<file path="src/rtl/axil_config_writer.sv">
// AXI4-Lite write-channel slave that converts each accepted host write into a
// single-cycle config bus pulse, with OKAY/SLVERR/DECERR write responses.
module axil_config_writer #(
   parameter int AXIL_ADDR_WIDTH = 16,
   parameter int DATA_WIDTH      = 64,
   parameter int NUM_REGS        = 64,
   localparam int STRB_W         = DATA_WIDTH / 8,
   localparam int CFG_ADDR_W     = (NUM_REGS > 1) ? $clog2(NUM_REGS) : 1
) (
   input  logic                       clk,
   input  logic                       rst,
   input  logic [AXIL_ADDR_WIDTH-1:0] s_axil_awaddr,
   input  logic                       s_axil_awvalid,
   output logic                       s_axil_awready,
   input  logic [DATA_WIDTH-1:0]      s_axil_wdata,
   input  logic [STRB_W-1:0]          s_axil_wstrb,
   input  logic                       s_axil_wvalid,
   output logic                       s_axil_wready,
   output logic [1:0]                 s_axil_bresp,
   output logic                       s_axil_bvalid,
   input  logic                       s_axil_bready,
   output logic                       write_config_valid,
   output logic [CFG_ADDR_W-1:0]      write_config_addr,
   output logic [DATA_WIDTH-1:0]      write_config_data
);

   // state | meaning
   // IDLE  | collecting AW and W independently into holding regs
   // ISSUE | one cycle: classify held write, pulse config bus if legal
   // RESP  | bvalid high until bready
   typedef enum logic [1:0] {ST_IDLE, ST_ISSUE, ST_RESP} state_t;

   localparam int OFS_W = $clog2(STRB_W);
   localparam int IDX_W = AXIL_ADDR_WIDTH - OFS_W;
   localparam logic [IDX_W-1:0] NUM_REGS_IDX = IDX_W'(NUM_REGS);

   localparam logic [1:0] RESP_OKAY   = 2'b00;
   localparam logic [1:0] RESP_SLVERR = 2'b10;
   localparam logic [1:0] RESP_DECERR = 2'b11;

   state_t                  state_q, state_d;
   logic                    aw_held_q, aw_held_d;
   logic                    w_held_q, w_held_d;
   logic [IDX_W-1:0]        idx_q, idx_d;
   logic [DATA_WIDTH-1:0]   wdata_q, wdata_d;
   logic                    wfull_q, wfull_d;
   logic                    cfg_valid_q, cfg_valid_d;
   logic [CFG_ADDR_W-1:0]   cfg_addr_q, cfg_addr_d;
   logic [DATA_WIDTH-1:0]   cfg_data_q, cfg_data_d;
   logic [1:0]              bresp_q, bresp_d;

   logic                    aw_rdy, w_rdy, b_vld;
   logic                    aw_fire, w_fire;
   logic [IDX_W-1:0]        in_idx, eff_idx;
   logic [DATA_WIDTH-1:0]   eff_data;
   logic                    in_full, eff_full;
   logic                    unused_addr_bits;

   assign unused_addr_bits = ^s_axil_awaddr[OFS_W-1:0];

   assign in_idx   = s_axil_awaddr[AXIL_ADDR_WIDTH-1:OFS_W];
   assign in_full  = (s_axil_wstrb == {STRB_W{1'b1}});
   assign aw_fire  = s_axil_awvalid && aw_rdy;
   assign w_fire   = s_axil_wvalid && w_rdy;

   // Classification must see a channel that is arriving in the same edge it completes the pair.
   assign eff_idx  = aw_held_q ? idx_q   : in_idx;
   assign eff_data = w_held_q  ? wdata_q : s_axil_wdata;
   assign eff_full = w_held_q  ? wfull_q : in_full;

   always_ff @(posedge clk) begin
      if (rst) begin
         state_q <= ST_IDLE;
      end else begin
         state_q <= state_d;
      end
   end

   always_comb begin
      state_d = state_q;
      case (state_q)
         ST_IDLE:  if ((aw_held_q || aw_fire) && (w_held_q || w_fire)) state_d = ST_ISSUE;
         ST_ISSUE: state_d = ST_RESP;
         ST_RESP:  if (s_axil_bready) state_d = ST_IDLE;
         default:  state_d = ST_IDLE;
      endcase
   end

   always_comb begin
      aw_rdy = 1'b0;
      w_rdy  = 1'b0;
      b_vld  = 1'b0;
      case (state_q)
         ST_IDLE: begin
            aw_rdy = !aw_held_q && !rst;
            w_rdy  = !w_held_q && !rst;
         end
         ST_RESP: b_vld = 1'b1;
         default: ;
      endcase
   end

   always_comb begin
      aw_held_d   = aw_held_q;
      w_held_d    = w_held_q;
      idx_d       = idx_q;
      wdata_d     = wdata_q;
      wfull_d     = wfull_q;
      cfg_valid_d = 1'b0;
      cfg_addr_d  = cfg_addr_q;
      cfg_data_d  = cfg_data_q;
      bresp_d     = bresp_q;
      if (aw_fire) begin
         aw_held_d = 1'b1;
         idx_d     = in_idx;
      end
      if (w_fire) begin
         w_held_d = 1'b1;
         wdata_d  = s_axil_wdata;
         wfull_d  = in_full;
      end
      if (state_q == ST_IDLE && state_d == ST_ISSUE) begin
         if (eff_idx >= NUM_REGS_IDX) begin
            bresp_d = RESP_DECERR;
         end else if (!eff_full) begin
            bresp_d = RESP_SLVERR;
         end else begin
            bresp_d     = RESP_OKAY;
            cfg_valid_d = 1'b1;
            cfg_addr_d  = eff_idx[CFG_ADDR_W-1:0];
            cfg_data_d  = eff_data;
         end
      end
      if (state_q == ST_RESP && s_axil_bready) begin
         aw_held_d = 1'b0;
         w_held_d  = 1'b0;
      end
   end

   always_ff @(posedge clk) begin
      if (rst) begin
         aw_held_q   <= 1'b0;
         w_held_q    <= 1'b0;
         idx_q       <= '0;
         wdata_q     <= '0;
         wfull_q     <= 1'b0;
         cfg_valid_q <= 1'b0;
         cfg_addr_q  <= '0;
         cfg_data_q  <= '0;
         bresp_q     <= RESP_OKAY;
      end else begin
         aw_held_q   <= aw_held_d;
         w_held_q    <= w_held_d;
         idx_q       <= idx_d;
         wdata_q     <= wdata_d;
         wfull_q     <= wfull_d;
         cfg_valid_q <= cfg_valid_d;
         cfg_addr_q  <= cfg_addr_d;
         cfg_data_q  <= cfg_data_d;
         bresp_q     <= bresp_d;
      end
   end

   assign s_axil_awready     = aw_rdy;
   assign s_axil_wready      = w_rdy;
   assign s_axil_bvalid      = b_vld;
   assign s_axil_bresp       = bresp_q;
   assign write_config_valid = cfg_valid_q;
   assign write_config_addr  = cfg_addr_q;
   assign write_config_data  = cfg_data_q;

endmodule

</file>
<file path="config.mk">
export PLATFORM = sky130hd
export DESIGN_NAME = axil_config_writer
export DESIGN_NICKNAME = d
export VERILOG_FILES = /design/src/rtl/axil_config_writer.sv
export SDC_FILE = /design/constraint.sdc
export NUM_CORES = 1
export LEC_CHECK = 0
export CAP_MARGIN = 20
export CORE_AREA = 2 2 120 122
export DETAILED_ROUTE_END_ITERATION = 6
export DIE_AREA = 0 0 122 124
export MAX_ROUTING_LAYER = met4
export PLACE_DENSITY = 0.82
export SLEW_MARGIN = 5
export SYNTH_ARGS = -nofsm -noshare
export SYNTH_HDL_FRONTEND = slang
export SYNTH_SLANG_ARGS = --single-unit
export TNS_END_PERCENT = 50
</file>
<file path="constraint.sdc">
create_clock -name clk -period 4.6 [get_ports clk]
set_input_delay 1.38 -clock clk [delete_from_list [all_inputs] [get_ports clk]]
set_output_delay 1.38 -clock clk [all_outputs]
set_load 0.005 [all_outputs]
</file>
==> flow_metrics.py <==
metrics = {
    "global_route": {
        "first_global_vias": 5074,
        "grt_util_all_layers_pct": 21.3,
        "grt.met1_usage_pct": 26.6,
        "grt_overflow_total": 0,
        "pin_count_of_the_biggest_net_entering_global_routing": 85,
        "grt.met3_usage_pct": 4.99,
        "antenna_violations_before_repair": 0,
        "global_route.usage.met2_pct": 34.2,
        "global_route.peak_usage_layer": "met2",
        "grt_first_pass_wirelength_um": 24700,
    },
    "power": {
        "seq_power_share_pct": 45.3,
        "share_clk_of_total_power_pct": 44.8,
        "power.switching_fraction_pct": 22.5,
        "internal_power_mw": 2.42,
        "static-leakage-power_nw": 3.72,
        "vdd_ir_drop_max_uv": 211,
        "p_per_area_nw_per_um2": 335,
        "comb_power_share_pct": 10.0,
        "switching_pwr_uw": 703,
    },
    "floorplanning": {
        "fp-row-count": 43,
        "fp.dieArea_um2": 15100,
        "fp.dieW_um": 122,
        "top_level_ports": 169,
        "placeableCoreArea_um2": 13700,
        "die_height_um": 124,
        "start_util_pct": 51.5,
    },
    "sta": {
        "max_freq_mhz": 256,
        "tightest_slew_ns": 0.793,
        "hold_violations": 0,
        "timing.max_slew.rel_slack_pct": 47.1,
        "clock_skew_ns": 0.00913,
        "fin_crit_sh_pct": 85.0,
        "finalCriticalPeriod_ns": 3.91,
        "rsz0062_at_grt": "false",
        "finalSetupViolCount": 0,
        "drv_slew": 0,
        "tns_ns": 0,
    },
    "setup_path": {
        "crit_start": "rst",
        "critPathRequiredTime_ns": 3.22,
        "timing.critical_path.to_type": "output pin",
        "worst_path_max_delay_cell": "clkdlybuf4s50_1",
        "stage_delay_of_the_slowest_cell_on_the_critical_path_ns": 0.65,
        "timing.setup.critical_path_class": "in2out",
        "r2r-start": "w_held_q",
        "path_cells": "buf_6, nor4_1, clkdlybuf4s50_1",
        "critPathMaxFanout": 9,
        "cp_data_arrival_time_ns": 2.53,
        "critical_path_buf_inv_count": 2,
        "cp_top_family": "buffers and inverters",
        "critPathLaunchType": "input port",
    },
    "final_layout": {
        "synthToLayoutAreaGrowth_pct": 32.3,
        "n_antenna_cell": 0,
        "post-route-util_pct": 68.1,
        "finalNetCount": 992,
        "drive_gt1_share_pct": 12.7,
    },
    "route": {
        "wl_per_cell_um": 14.3,
        "drtPass1Iterations": 4,
        "vias_after_detailed_routing": 5513,
        "postRouteAntennaNets": 0,
        "detail_route.vias_per_cell": 5.06,
        "drt-initial-drc-count": 396,
        "totalWireLength_um": 15600,
        "drc": 0,
    },
    "cts": {
        "cts-root-buf": "clkbuf_16",
        "post_cts_hold_buffers": 0,
        "cts.htree.levels": 4,
        "clk_transition_reported_paths_ns": 0.06,
        "clock_sinks": 155,
        "cts_tree": "yes",
        "cts_post_setup_buffers_inserted": 0,
        "clockBufferDepth": 2,
        "cts_resized": 0,
        "cts_inserted_buffers": 17,
        "worstSkewPairLatency_ns": 0.41,
    },
    "status": {
        "status": "complete, no violations",
    },
    "yosys": {
        "netlist_instances": 764,
        "top_cell_types_by_occurrence_after_synthesis": "dfxtp_1 (155), nand2_1 (147), a21oi_1 (82), nor2_1 (74), nor2b_1 (73)",
        "synth-seq-area-share_pct": 43.9,
        "cell_types_occupying_the_most_area_after_synthesis": "dfxtp_1 (44%), mux2_4 (14%), mux2i_1 (9.9%), nand2_1 (7.8%), nor2b_1 (6.5%)",
        "ys_types": 28,
        "post-synth-top-count-cell": "dfxtp_1",
        "synth_area_um2": 7060,
        "post_synth.cell_area_avg_um2": 9.24,
        "synth_async_sr_flop_share_pct": 0,
        "ys.flop_type": "dfxtp_1",
        "synth.top_cell.area_share_pct": 43.9,
        "synth_seq_cells": 155,
        "yosysTopAreaCell": "dfxtp_1",
        "synth-edff-count": 0,
        "yosysWarnings": 0,
        "synth.net_count": 857,
    },
    "placed_design": {
        "detailedPlacementHpwl_um": 10200,
        "gp_congestion": 0.747,
        "port_bufs": 165,
    },
    "job": {
        "max_cap_viol_count": 0,
    },
    "hold_path": {
        "min_from": "wdata_q[22]",
        "min-delay-path-class": "reg2reg",
    },
}
[registers in the layout (all words and copies together) (netlist names)]
signal,flops
write_config_addr,6
state_q,2
write_config_data,64
write_config_valid,1
wdata_q,64
s_axil_bresp,2
idx_q,13
wfull_q,1
w_held_q,1
aw_held_q,1
[layer usage]
metal  up-vias  share of wire [%]
li1       2799                  -
met3        16                4.4
met1      2577                 46
met4         0                1.6
met2       121                 48
met5         -                  0
[worst reg2reg max path: stages (launching register included)]
cell and delay [ns]:
dfxtp_4 0.74, buf_4 0.65, or3_1 0.24, a221o_4 0.61
buf_12 0.37, mux2_4 0.39
[power by group through the flow]
| stage | Combinational (mW) | Clock (mW) | Sequential, mW |
|---|---|---|---|
| 2_1_floorplan | 0.194 | 0 | 1.42 |
| 3_3_place_gp | 0.308 | 0 | 1.44 |
| 3_5_place_dp | 0.314 | 0 | 1.44 |
| 4_1_cts | 0.315 | 1.43 | 1.42 |
| 5_1_grt | 0.345 | 1.48 | 1.42 |
| 6_report | 0.312 | 1.40 | 1.42 |
[stage by stage]
stage | std cells | cell area (um^2) | setup slack, ns | power [mW] | hold WS, ns
6_report | 1089 | 9350 | 0.692 | 3.13 | 0.452
3_3_place_gp | 1060 | 8760 | 0.729 | 1.75 | 0.441
3_5_place_dp | 1060 | 8760 | 0.701 | 1.76 | 0.446
4_1_cts | 1089 | 9350 | 0.698 | 3.16 | 0.455
2_1_floorplan | 764 | 7060 | 1.02 | 1.62 | 0.436
5_1_grt | 1089 | 9350 | 0.642 | 3.25 | 0.469
[cell type report]
type | count | area, um^2
Multi-Input combinational cell | 549 | 3670
Fill cell | 1094 | 4370
Clock buffer | 20 | 468
Clock inverter | 9 | 120
Sequential cell | 155 | 3110
Timing Repair Buffer | 175 | 1750
Inverter | 1 | 3.75
Tap cell | 180 | 225
[cell families after synthesis]
| logic type | count (synthesis) | share of synthesized area [%] |
|---|---|---|
| buf+inv | 60 | 4.30 |
| simple gates | 321 | 20.5 |
| flops | 155 | 43.9 |
| compound gates | 88 | 6.59 |
| mux | 140 | 24.7 |
[placed cells by master, fill, tap and decap left out, types with 2 or more instances in the layout]
cell type        Yosys  final
or3_1                2      2
nand2b_1             2      2
nand4_1              2      2
nor2_1              74     74
clkinv_2             0      6
nand2_1            147    146
nand3_1             13     13
buf_12               0      2
mux2_4              68     68
clkbuf_16            0     18
buf_4                0      8
nor4_1               4      4
dfxtp_1            155    154
clkdlybuf4s50_1      0    164
a21oi_1             82     82
bufinv_16            0      3
mux2i_1             70     70
nor2b_1             73     73
a211oi_1             2      2
mux2_2               2      2
[final timing paths]
path	to	slack, ns	cells after the start
max	s_axil_wready	0.69	3
min reg2reg	wdata_q[22]	0.45	2
max reg2reg	write_config_data[10]	1.48	5
min	wdata_q[22]	0.45	2
Note: power is estimated with default switching activity, not from simulation.
